## src/rtl/driver_display_varredura_pkg.sv

```systemverilog
// Shared types, constants and helpers for the multiplexed 7-segment scan driver.
// Digit-enable vectors are handled at HAB_MAX width and truncated by the user.
package pkg_display;

    typedef enum logic {
        APAGA = 1'b0,
        EXIBE = 1'b1
    } estado_varredura_t;

    localparam logic [6:0] SEG_APAGADO = 7'b0;
    localparam int         HAB_MAX     = 32;

    // Applies the digit-enable polarity to a one-hot (or all-zero) vector.
    function automatic logic [HAB_MAX-1:0] hab_polaridade(
        input logic [HAB_MAX-1:0] um_quente,
        input bit                 ativo_baixo
    );
        return ativo_baixo ? ~um_quente : um_quente;
    endfunction

    function automatic int largura_min1(input int n);
        return (n > 1) ? $clog2(n) : 1;
    endfunction

endpackage

```

## src/rtl/driver_display_varredura_if.sv

```systemverilog
// Bundle between the channel digit encoders, the scan driver and the panel pins.
// fimQuadro is the only strobe: a one-cycle pulse with no back-pressure; every other signal is a level.
interface driver_display_varredura_if #(
    parameter int N_CANAIS  = 2,
    parameter int N_DIGITOS = 4
);
    import pkg_display::*;

    localparam int CW = largura_min1(N_CANAIS);

    logic                           modoAuto;
    logic [CW-1:0]                  selecaoManual;
    logic [N_CANAIS*N_DIGITOS*7-1:0] segEntrada;
    logic [6:0]                     segmentos;
    logic [N_DIGITOS-1:0]           habDigito;
    logic [CW-1:0]                  canalAtivo;
    logic                           fimQuadro;
    estado_varredura_t              estadoVarredura;

    modport master (
        output modoAuto, selecaoManual, segEntrada,
        input  segmentos, habDigito, canalAtivo, fimQuadro, estadoVarredura
    );

    modport slave (
        input  modoAuto, selecaoManual, segEntrada,
        output segmentos, habDigito, canalAtivo, fimQuadro, estadoVarredura
    );

endinterface

```

## src/rtl/driver_display_varredura_temporizador.sv

```systemverilog
// Blanking/display timing for one digit slot: APAGA for CICLOS_APAGA cycles, then EXIBE for CICLOS_DIGITO.
// inicioExibe_o and fimDigito_o are high in the last cycle of their state, i.e. one edge before the switch.
module temporizador_varredura
    import pkg_display::*;
#(
    parameter int CICLOS_APAGA  = 8,
    parameter int CICLOS_DIGITO = 50000
) (
    input  logic              clock,
    input  logic              reset_n,
    output estado_varredura_t estado_o,
    output logic              fimDigito_o,
    output logic              inicioExibe_o
);

    localparam int MAX_CICLOS = (CICLOS_APAGA > CICLOS_DIGITO) ? CICLOS_APAGA : CICLOS_DIGITO;
    localparam int CNT_W      = largura_min1(MAX_CICLOS);
    localparam logic [CNT_W-1:0] FIM_APAGA = CNT_W'(CICLOS_APAGA - 1);
    localparam logic [CNT_W-1:0] FIM_EXIBE = CNT_W'(CICLOS_DIGITO - 1);

    estado_varredura_t estado_q, estado_d;
    logic [CNT_W-1:0]  cnt_q, cnt_d;

    always_ff @(posedge clock or negedge reset_n) begin
        if (!reset_n) begin
            estado_q <= APAGA;
            cnt_q    <= '0;
        end else begin
            estado_q <= estado_d;
            cnt_q    <= cnt_d;
        end
    end

    always_comb begin
        estado_d      = estado_q;
        cnt_d         = cnt_q + CNT_W'(1);
        fimDigito_o   = 1'b0;
        inicioExibe_o = 1'b0;
        case (estado_q)
            APAGA: begin
                if (cnt_q == FIM_APAGA) begin
                    estado_d      = EXIBE;
                    cnt_d         = '0;
                    inicioExibe_o = 1'b1;
                end
            end
            EXIBE: begin
                if (cnt_q == FIM_EXIBE) begin
                    estado_d    = APAGA;
                    cnt_d       = '0;
                    fimDigito_o = 1'b1;
                end
            end
            default: begin
                estado_d = APAGA;
                cnt_d    = '0;
            end
        endcase
    end

    assign estado_o = estado_q;

endmodule

```

## src/rtl/driver_display_varredura.sv

```systemverilog
// N-channel, N-digit multiplexed 7-segment driver with blanking gaps and manual/auto channel choice.
// Pattern and digit enable are loaded on the same edge, so a lit digit never shows a stale pattern.
module driver_display_varredura
    import pkg_display::*;
#(
    parameter int N_CANAIS        = 2,
    parameter int N_DIGITOS       = 4,
    parameter int CICLOS_DIGITO   = 50000,
    parameter int CICLOS_APAGA    = 8,
    parameter int QUADROS_TROCA   = 100,
    parameter int HAB_ATIVO_BAIXO = 1
) (
    input  logic                  clock,
    input  logic                  reset_n,
    driver_display_varredura_if.slave bus
);

    localparam int CW   = largura_min1(N_CANAIS);
    localparam int IW   = largura_min1(N_DIGITOS);
    localparam int QW   = largura_min1(QUADROS_TROCA);
    localparam bit POL  = (HAB_ATIVO_BAIXO != 0);
    localparam logic [N_DIGITOS-1:0] HAB_INATIVO = N_DIGITOS'(hab_polaridade('0, POL));

    estado_varredura_t estado;
    logic              fim_digito;
    logic              inicio_exibe;

    temporizador_varredura #(
        .CICLOS_APAGA (CICLOS_APAGA),
        .CICLOS_DIGITO(CICLOS_DIGITO)
    ) u_temporizador (
        .clock        (clock),
        .reset_n      (reset_n),
        .estado_o     (estado),
        .fimDigito_o  (fim_digito),
        .inicioExibe_o(inicio_exibe)
    );

    logic [IW-1:0]        idx_q, idx_d;
    logic [CW-1:0]        canal_q, canal_d;
    logic [QW-1:0]        quadro_q, quadro_d;
    logic                 modo_q, modo_d;
    logic [6:0]           seg_q, seg_d;
    logic [N_DIGITOS-1:0] hab_q, hab_d;
    logic                 fim_q, fim_d;

    logic [CW-1:0]        sel_limitado;
    logic [HAB_MAX-1:0]   um_quente;
    logic [N_DIGITOS-1:0] hab_novo;
    logic [6:0]           padrao;
    int                   pos_padrao;

    always_comb begin
        sel_limitado = bus.selecaoManual;
        if (int'(bus.selecaoManual) >= N_CANAIS) begin
            sel_limitado = CW'(N_CANAIS - 1);
        end
    end

    // Pattern for (canal_q, idx_q), captured only when the digit is about to light.
    always_comb begin
        um_quente  = HAB_MAX'(1) << idx_q;
        hab_novo   = N_DIGITOS'(hab_polaridade(um_quente, POL));
        pos_padrao = (int'(canal_q) * N_DIGITOS + int'(idx_q)) * 7;
        padrao     = 7'(bus.segEntrada >> pos_padrao);
    end

    always_comb begin
        idx_d    = idx_q;
        canal_d  = canal_q;
        quadro_d = quadro_q;
        modo_d   = modo_q;
        seg_d    = seg_q;
        hab_d    = hab_q;
        fim_d    = 1'b0;

        if (inicio_exibe) begin
            seg_d = padrao;
            hab_d = hab_novo;
        end

        if (fim_digito) begin
            seg_d = SEG_APAGADO;
            hab_d = HAB_INATIVO;
            if (idx_q == IW'(N_DIGITOS - 1)) begin
                idx_d = '0;
                fim_d = 1'b1;
                // A mode flip restarts the auto frame count; manual takes the selector right away.
                if (bus.modoAuto != modo_q) begin
                    modo_d   = bus.modoAuto;
                    quadro_d = '0;
                    if (!bus.modoAuto) begin
                        canal_d = sel_limitado;
                    end
                end else if (!bus.modoAuto) begin
                    canal_d = sel_limitado;
                end else if (quadro_q == QW'(QUADROS_TROCA - 1)) begin
                    quadro_d = '0;
                    canal_d  = (canal_q == CW'(N_CANAIS - 1)) ? '0 : canal_q + CW'(1);
                end else begin
                    quadro_d = quadro_q + QW'(1);
                end
            end else begin
                idx_d = idx_q + IW'(1);
            end
        end
    end

    always_ff @(posedge clock or negedge reset_n) begin
        if (!reset_n) begin
            idx_q    <= '0;
            canal_q  <= '0;
            quadro_q <= '0;
            modo_q   <= 1'b0;
            seg_q    <= SEG_APAGADO;
            hab_q    <= HAB_INATIVO;
            fim_q    <= 1'b0;
        end else begin
            idx_q    <= idx_d;
            canal_q  <= canal_d;
            quadro_q <= quadro_d;
            modo_q   <= modo_d;
            seg_q    <= seg_d;
            hab_q    <= hab_d;
            fim_q    <= fim_d;
        end
    end

    assign bus.segmentos       = seg_q;
    assign bus.habDigito       = hab_q;
    assign bus.canalAtivo      = canal_q;
    assign bus.fimQuadro       = fim_q;
    assign bus.estadoVarredura = estado;

endmodule
```

## src/flat_wrapper.sv

```systemverilog
// flat-port wrapper written by rule: the top's interface ports become plain ports
module driver_display_varredura_flat import pkg_display::*;
#(
    parameter int N_CANAIS        = 2,
    parameter int N_DIGITOS       = 4,
    parameter int CICLOS_DIGITO   = 50000,
    parameter int CICLOS_APAGA    = 8,
    parameter int QUADROS_TROCA   = 100,
    parameter int HAB_ATIVO_BAIXO = 1
)
  (clock, reset_n, bus_modoAuto, bus_selecaoManual, bus_segEntrada, bus_segmentos, bus_habDigito, bus_canalAtivo, bus_fimQuadro, bus_estadoVarredura);
  driver_display_varredura_if #(.N_CANAIS(N_CANAIS), .N_DIGITOS(N_DIGITOS)) bus_i ();
  input  logic clock;
  input  logic reset_n;
  input wire logic [$bits(bus_i.modoAuto)-1:0] bus_modoAuto;
  input wire logic [$bits(bus_i.selecaoManual)-1:0] bus_selecaoManual;
  input wire logic [$bits(bus_i.segEntrada)-1:0] bus_segEntrada;
  output wire logic [$bits(bus_i.segmentos)-1:0] bus_segmentos;
  output wire logic [$bits(bus_i.habDigito)-1:0] bus_habDigito;
  output wire logic [$bits(bus_i.canalAtivo)-1:0] bus_canalAtivo;
  output wire logic [$bits(bus_i.fimQuadro)-1:0] bus_fimQuadro;
  output wire logic [$bits(bus_i.estadoVarredura)-1:0] bus_estadoVarredura;
  assign bus_i.modoAuto = bus_modoAuto;
  assign bus_i.selecaoManual = bus_selecaoManual;
  assign bus_i.segEntrada = bus_segEntrada;
  assign bus_segmentos = bus_i.segmentos;
  assign bus_habDigito = bus_i.habDigito;
  assign bus_canalAtivo = bus_i.canalAtivo;
  assign bus_fimQuadro = bus_i.fimQuadro;
  assign bus_estadoVarredura = bus_i.estadoVarredura;
  driver_display_varredura #(.N_CANAIS(N_CANAIS), .N_DIGITOS(N_DIGITOS), .CICLOS_DIGITO(CICLOS_DIGITO), .CICLOS_APAGA(CICLOS_APAGA), .QUADROS_TROCA(QUADROS_TROCA), .HAB_ATIVO_BAIXO(HAB_ATIVO_BAIXO)) u_core (.clock(clock), .reset_n(reset_n), .bus(bus_i));
endmodule
```

## config.mk

```make
export PLATFORM = sky130hd
export DESIGN_NAME = driver_display_varredura_flat
export DESIGN_NICKNAME = d
export VERILOG_FILES = /design/src/rtl/driver_display_varredura_pkg.sv /design/src/rtl/driver_display_varredura_if.sv /design/src/rtl/driver_display_varredura_temporizador.sv /design/src/rtl/driver_display_varredura.sv /design/src/flat_wrapper.sv
export SDC_FILE = /design/constraint.sdc
export NUM_CORES = 1
export LEC_CHECK = 0
export CAP_MARGIN = 0
export CORE_UTILIZATION = 40
export DETAILED_ROUTE_END_ITERATION = 7
export HOLD_SLACK_MARGIN = 0.1
export REMOVE_ABC_BUFFERS = 1
export SLEW_MARGIN = 25
export SYNTH_ARGS = -nofsm -noshare
export SYNTH_HDL_FRONTEND = slang
export SYNTH_SLANG_ARGS = --single-unit
```

## constraint.sdc

```tcl
create_clock -name clock -period 9.6 [get_ports clock]
set_input_delay 1.92 -clock clock [delete_from_list [all_inputs] [get_ports clock]]
set_output_delay 1.92 -clock clock [all_outputs]
set_load 0.005 [all_outputs]
```

Word-level counts from Yosys, hierarchy flattened
Cells that the tools add are included.
{"block": "op_classes", "n_mux": 24, "n_div": 0, "add_sub_neg": 5, "n_eq_ne": 7, "shifts": 2, "order_cmp": 0, "n_mul": 1, "bitwise": 2, "reduce_logical": 5}
{"op": ">> shifter 56 x 32 -> 7 bit", "count": 1}
{"op": "two-way mux 7 bit", "count": 5}
{"op": "multiplier 32 x 4 -> 32 bit, second input constant", "count": 1}
{"op": "two-way mux 16 bit", "count": 2}
{"op": "one-hot mux 16 bit (2 select lines)", "count": 1}
{"op": "adder 16 x 1 -> 16 bit, second input constant", "count": 1}
{"op": "equality test 16 bit, second input constant", "count": 1}
{"op": "equality test 16 x 3 -> 1 bit, second input constant", "count": 1}
{"op": "two-way mux 1 bit", "count": 12}
{"op": "two-way mux 4 bit", "count": 2}
{"op": "adder 7 x 1 -> 7 bit, second input constant", "count": 1}
{"op": "equality test 7 bit, second input constant", "count": 1}
{"op": "AND reduction 3 bit", "count": 2}
{"op": "adder 3 x 2 -> 4 bit", "count": 1}
{"op": "inverter 4 bit", "count": 1}
{"op": "AND reduction 4 bit", "count": 1}
{"op": "nonzero test 2 bit", "count": 2}
{"op": "left shift 1 x 2 -> 4 bit, first input constant", "count": 1}
{"op": "adder 2 x 1 -> 2 bit, second input constant", "count": 1}
{"op": "equality test 2 bit, second input constant", "count": 1}
{"op": "two-way mux 2 bit", "count": 1}
{"op": "inequality test 2 x 1 -> 1 bit, second input constant", "count": 1}
{"op": "inequality test 2 bit, second input constant", "count": 1}
{"op": "one-hot mux 1 bit (2 select lines)", "count": 1}
{"op": "other kinds (3)", "count": 3}
{"block": "word_totals", "output_inout_bits": 14, "input_bits": 60, "memories": 0, "latchBits": 0, "ram_bits": 0, "mem_bits_ro": 0, "elab_cells": 55, "register_bits": 40}

Depth between registers and ports, before layout
{"block": "depth", "depth_word": 5, "depth_mapped": 16, "depth_no_buf": 10}

Cells and area by module
From an unflattened synthesis, not the netlist that was laid out.
{"block": "unflattened", "cells_unflattened": 240, "area_unflattened_um2": 2481.1}
{"module": "driver_display_varredura", "area_per_inst_um2": 1647.8, "n_inst": 1, "cells_each": 157, "seq_area_each_um2": 580.6}
{"module": "temporizador_varredura", "area_per_inst_um2": 833.3, "n_inst": 1, "cells_each": 83, "seq_area_each_um2": 425.4}

Worst setup path before layout
OpenSTA, ideal clock, no wires.
{"block": "synth_timing", "kind": "register to register", "from": "register u_core.idx_q[0]", "to": "register u_core.seg_q[3], in the netlist u_core.bus.segmentos[3]", "path_buffers": 6, "setup_slack_ps": 5917, "period_less_slack_ps": 3683, "setup_ps": 118, "path_stages_with_launch": 17, "t_arrival_ps": 3565, "required_time_ps": 9482, "cell_sequence": "dfrtp_1 > buf_4 > buf_2 > buf_2 > inv_1 > fa_1 > inv_1 > ha_1 > buf_4 > buf_2 > buf_2 > mux4_2 > mux2i_1 > o2111ai_1 > a31oi_1 > a211oi_1 > a21o_1"}
{"block": "synth_via", "elab_chain_cells": 5}
{"element": "from (decl)", "line": "driver_display_varredura.sv:39", "rtl": "logic [IW-1:0] idx_q, idx_d;"}
{"element": "from (signal assigned)", "line": "driver_display_varredura.sv:119", "rtl": "idx_q <= idx_d;"}
{"element": "adder 3 x 2 -> 4 bit", "line": "driver_display_varredura.sv:64", "rtl": "pos_padrao = (int'(canal_q) * N_DIGITOS + int'(idx_q)) * 7;"}
{"element": "multiplier 32 x 4 -> 32 bit", "line": "driver_display_varredura.sv:64"}
{"element": ">> shifter 56 x 32 -> 7 bit", "line": "driver_display_varredura.sv:65", "rtl": "padrao = 7'(bus.segEntrada >> pos_padrao);"}
{"element": "two-way mux 7 bit", "line": "driver_display_varredura.sv:77", "rtl": "if (inicio_exibe) begin"}
{"element": "two-way mux 7 bit", "line": "driver_display_varredura.sv:82", "rtl": "if (fim_digito) begin"}
{"element": "to (signal assigned)", "line": "driver_display_varredura.sv:123", "rtl": "seg_q <= seg_d;"}
{"element": "to (decl)", "line": "driver_display_varredura.sv:43", "rtl": "logic [6:0] seg_q, seg_d;"}
No other way between the ends. The select of a mux whose other input is x is not followed.
A chain may end at the register's enable or synchronous reset.

Worst setup path after layout
{"block": "layout_timing", "from": "register u_core.idx_q[0]", "to": "register u_core.seg_q[6], in the netlist u_core.bus.segmentos[6]"}
Same word-level chain as after synthesis.

==> flow_summary.toml <==
[cts]
cts.clk_slew.worst_paths_ps = 60
cts_root_buf = "clkbuf_16"
postCtsResizedCells = 0
clock_path_buffers = 2
cts_setup_buffers = 0
htree_levels = 2
cts_buffers = 5
clk_latency_ps = 280
cts_hold_buf = 0
cts_tree = "built"
cts.sinks = 40

[global_routing]
grt_antenna_before_repair = 0
grt_pass1_vias = 3852
grt_pass1_wl_um = 19400
grt.total_usage = 0.209
gr-total-overflow = 0
grt_max_degree = 76

[synthesis]
async_flop_share = 1.00
syn_inst = 463
ys_warn_count = 0
ys.flop_type = "dfrtp_1"
synth_area_mm2 = 0.00454
ys_ff_latch = 40
avgSynthCellArea_um2 = 9.80
synth.distinct_cells = 65
ys_seq_area_frac = 0.222
synth_edf_count = 0

[critical_path]
critPathRequiredTime_ps = 9810
rr_startpoint = "u_core.idx_q[0]"
regToRegSetupSlack_ps = 5900
crit_chain = "buf_6 > ha_1 > inv_1 > nor2_1 > ha_1 > a21boi_0 > nor2_1 > nand2_1 > o22a_1 > a32o_1 > o21ai_0"
cp.arrival_ps = 3900
r2r_end = "u_core.bus.segmentos[6]"
cp-start-kind = "register"
cp-end-kind = "register"
critical-path-top-delay-family = "simple AND/OR/NAND/NOR gates"
crit_fanout = 75
r2r_cells = 11
path_buf_inv = 2
crit_path_max_incr_delay_ps = 660
crit_slowest_cell = "nor2_1"
path_class = "register to register"

[route]
drc = 0
wirelength_um = 11700
wl_per_cell_um = 17.8
vias_per_cell = 5.96
ant_nets = 0
vias = 3922
first_pass_iters = 4
drtIter0Drc = 167

[min_path]
min-delay-start = "u_core.bus.segmentos[5]"
min_to = "u_core.bus.segmentos[5]"
hold-path-cell-count = 2
hold_class = "register to register"

[place]
gp_congestion = 0.907
dp_hpwl_um = 8810
dp_slack_ps = 5640
io_buffers = 73

[floorplanning]
core_area_mm2 = 0.0109
rows = 38
die_area_mm2 = 0.0118
die_y_um = 109
initial_core_util = 0.415
design.portCount = 74
die_w_um = 109

[timing]
setup_tns_ps = 0
finalHoldViolCount = 0
worst_pin_slew_ps = 923
layout_setup_ws_ps = 5900
rsz0062_at_grt = "no"
relSlewSlack = 0.380
finalMaxSlewViolations = 0
skew_ps = 5.95
finalCritPeriodShare = 0.385
max_freq_ghz = 0.271
setup_viol = 0
min_period_ps = 3700

[cells_and_area]
fill_cells = 1024
antenna_cells = 0
nets = 593
drive_above_1_share = 0.172
area_growth_pct = 21.6
post-route-util = 0.505

[pwr]
ir_drop_v = 0.0000813
p_leak_nw = 2.07
p_per_area_mw_per_mm2 = 94.1

[job]
maxCapViolations = 0

[outcome]
status = "finished, final reports clean"
==> layer usage <==
metal | GRT usage | vias up | share of wire
met5 | 0 | - | 0
met4 | 0.0637 | 0 | 0.018
met3 | 0.0301 | 17 | 0.039
met2 | 0.341 | 95 | 0.48
met1 | 0.285 | 1923 | 0.46
li1 | - | 1887 | -
==> through the flow <==
stage	instance area [um^2]	instances	power (mW)	hold slack (ps)
final	5520	658	0.520	474
after global routing	5520	658	0.543	506
after CTS	5520	658	0.523	480
after detailed placement	5340	650	0.323	466
after global placement	5340	650	0.322	459
after floorplan	4390	432	0.255	462
==> layout make-up <==
class,instances,area [um^2],share of cell area
tap,140,175,0.0317
sequential,40,1010,0.183
inverter,11,41.3,0.00748
clock inverter,2,38.8,0.00703
clock buffer,6,139,0.0252
timing repair buffer,78,767,0.139
multi-input combinational,381,3350,0.607
==> tightest hold or removal path, stage by stage (launching register included) <==
cell     delay (ps)
dfrtp_1         340
nand2_1          50
o31ai_1          50
==> power by group <==
part           internal, mW  switching [mW]  total [mW]
Clock                 0.130          0.0692       0.199
Combinational        0.0766          0.0653       0.142
Sequential            0.174         0.00453       0.178
==> how the worst max path moves through the flow <==
stage	cells past startpoint	start	slack (ps)	end
2_1_floorplan	9	u_core.idx_q[0]	3360	u_core.bus.segmentos[6]
3_3_place_gp	10	u_core.idx_q[0]	5610	u_core.bus.segmentos[5]
3_5_place_dp	6	bus_modoAuto	5640	u_core.quadro_q[4]
4_1_cts	11	u_core.idx_q[0]	5630	u_core.bus.segmentos[6]
5_1_grt	11	u_core.idx_q[0]	5510	u_core.bus.segmentos[6]
6_report	11	u_core.idx_q[0]	5900	u_core.bus.segmentos[6]
==> logic make-up after synthesis <==
logic type | after synthesis | synth area share
compound gates | 85 | 0.123
xor+xnor | 19 | 0.0367
fa+ha+maj | 16 | 0.0458
buf+inv | 42 | 0.0427
flops | 40 | 0.222
mux | 97 | 0.345
simple gates | 164 | 0.184
==> Yosys cell counts, drive strengths merged, types with 8 or more instances <==
library cell  count  area (um^2)
dfrtp            36          901
mux4             47         1060
a21oi            14         70.1
nand3            20          105
xnor2             8         70.1
xor2             11         96.3
mux2i            43          430
inv              11         41.3
nand2            65          244
nand4            11         68.8
buf              21          115
o21ai            25          129
nor2             25         93.8
clkbuf           10         37.5
ha               15          188
==> sequential cells by signal, indices dropped and copies added, names as in the netlist <==
register,flops
u_core.u_temporizador.cnt_q,16
u_core.modo_q,1
u_core.u_temporizador.estado_o,1
u_core.bus.fimQuadro,1
u_core.quadro_q,7
u_core.idx_q,2
u_core.bus.habDigito,4
u_core.bus.segmentos,7
u_core.bus.canalAtivo,1
==> cell usage in the layout, fill, tap and decap left out, types with 5 or more instances in the layout <==
cell | Yosys | routed
clkdlybuf4s50_1 | 0 | 72
o31ai_1 | 6 | 6
mux4_2 | 47 | 47
o22ai_1 | 5 | 5
nand3_1 | 19 | 19
xnor2_1 | 8 | 8
dfrtp_1 | 36 | 35
nand4_1 | 11 | 11
a21oi_1 | 14 | 14
xor2_1 | 11 | 10
nand2b_1 | 5 | 5
mux2i_1 | 43 | 43
o21ai_0 | 23 | 23
a31oi_1 | 7 | 7
nor3_1 | 7 | 7
ha_1 | 15 | 14
nand2_1 | 65 | 65
inv_1 | 10 | 10
nor2_1 | 25 | 25
clkbuf_16 | 0 | 5
and2_1 | 7 | 7
mux2_2 | 6 | 6
Power figures use the tool's default switching activity.
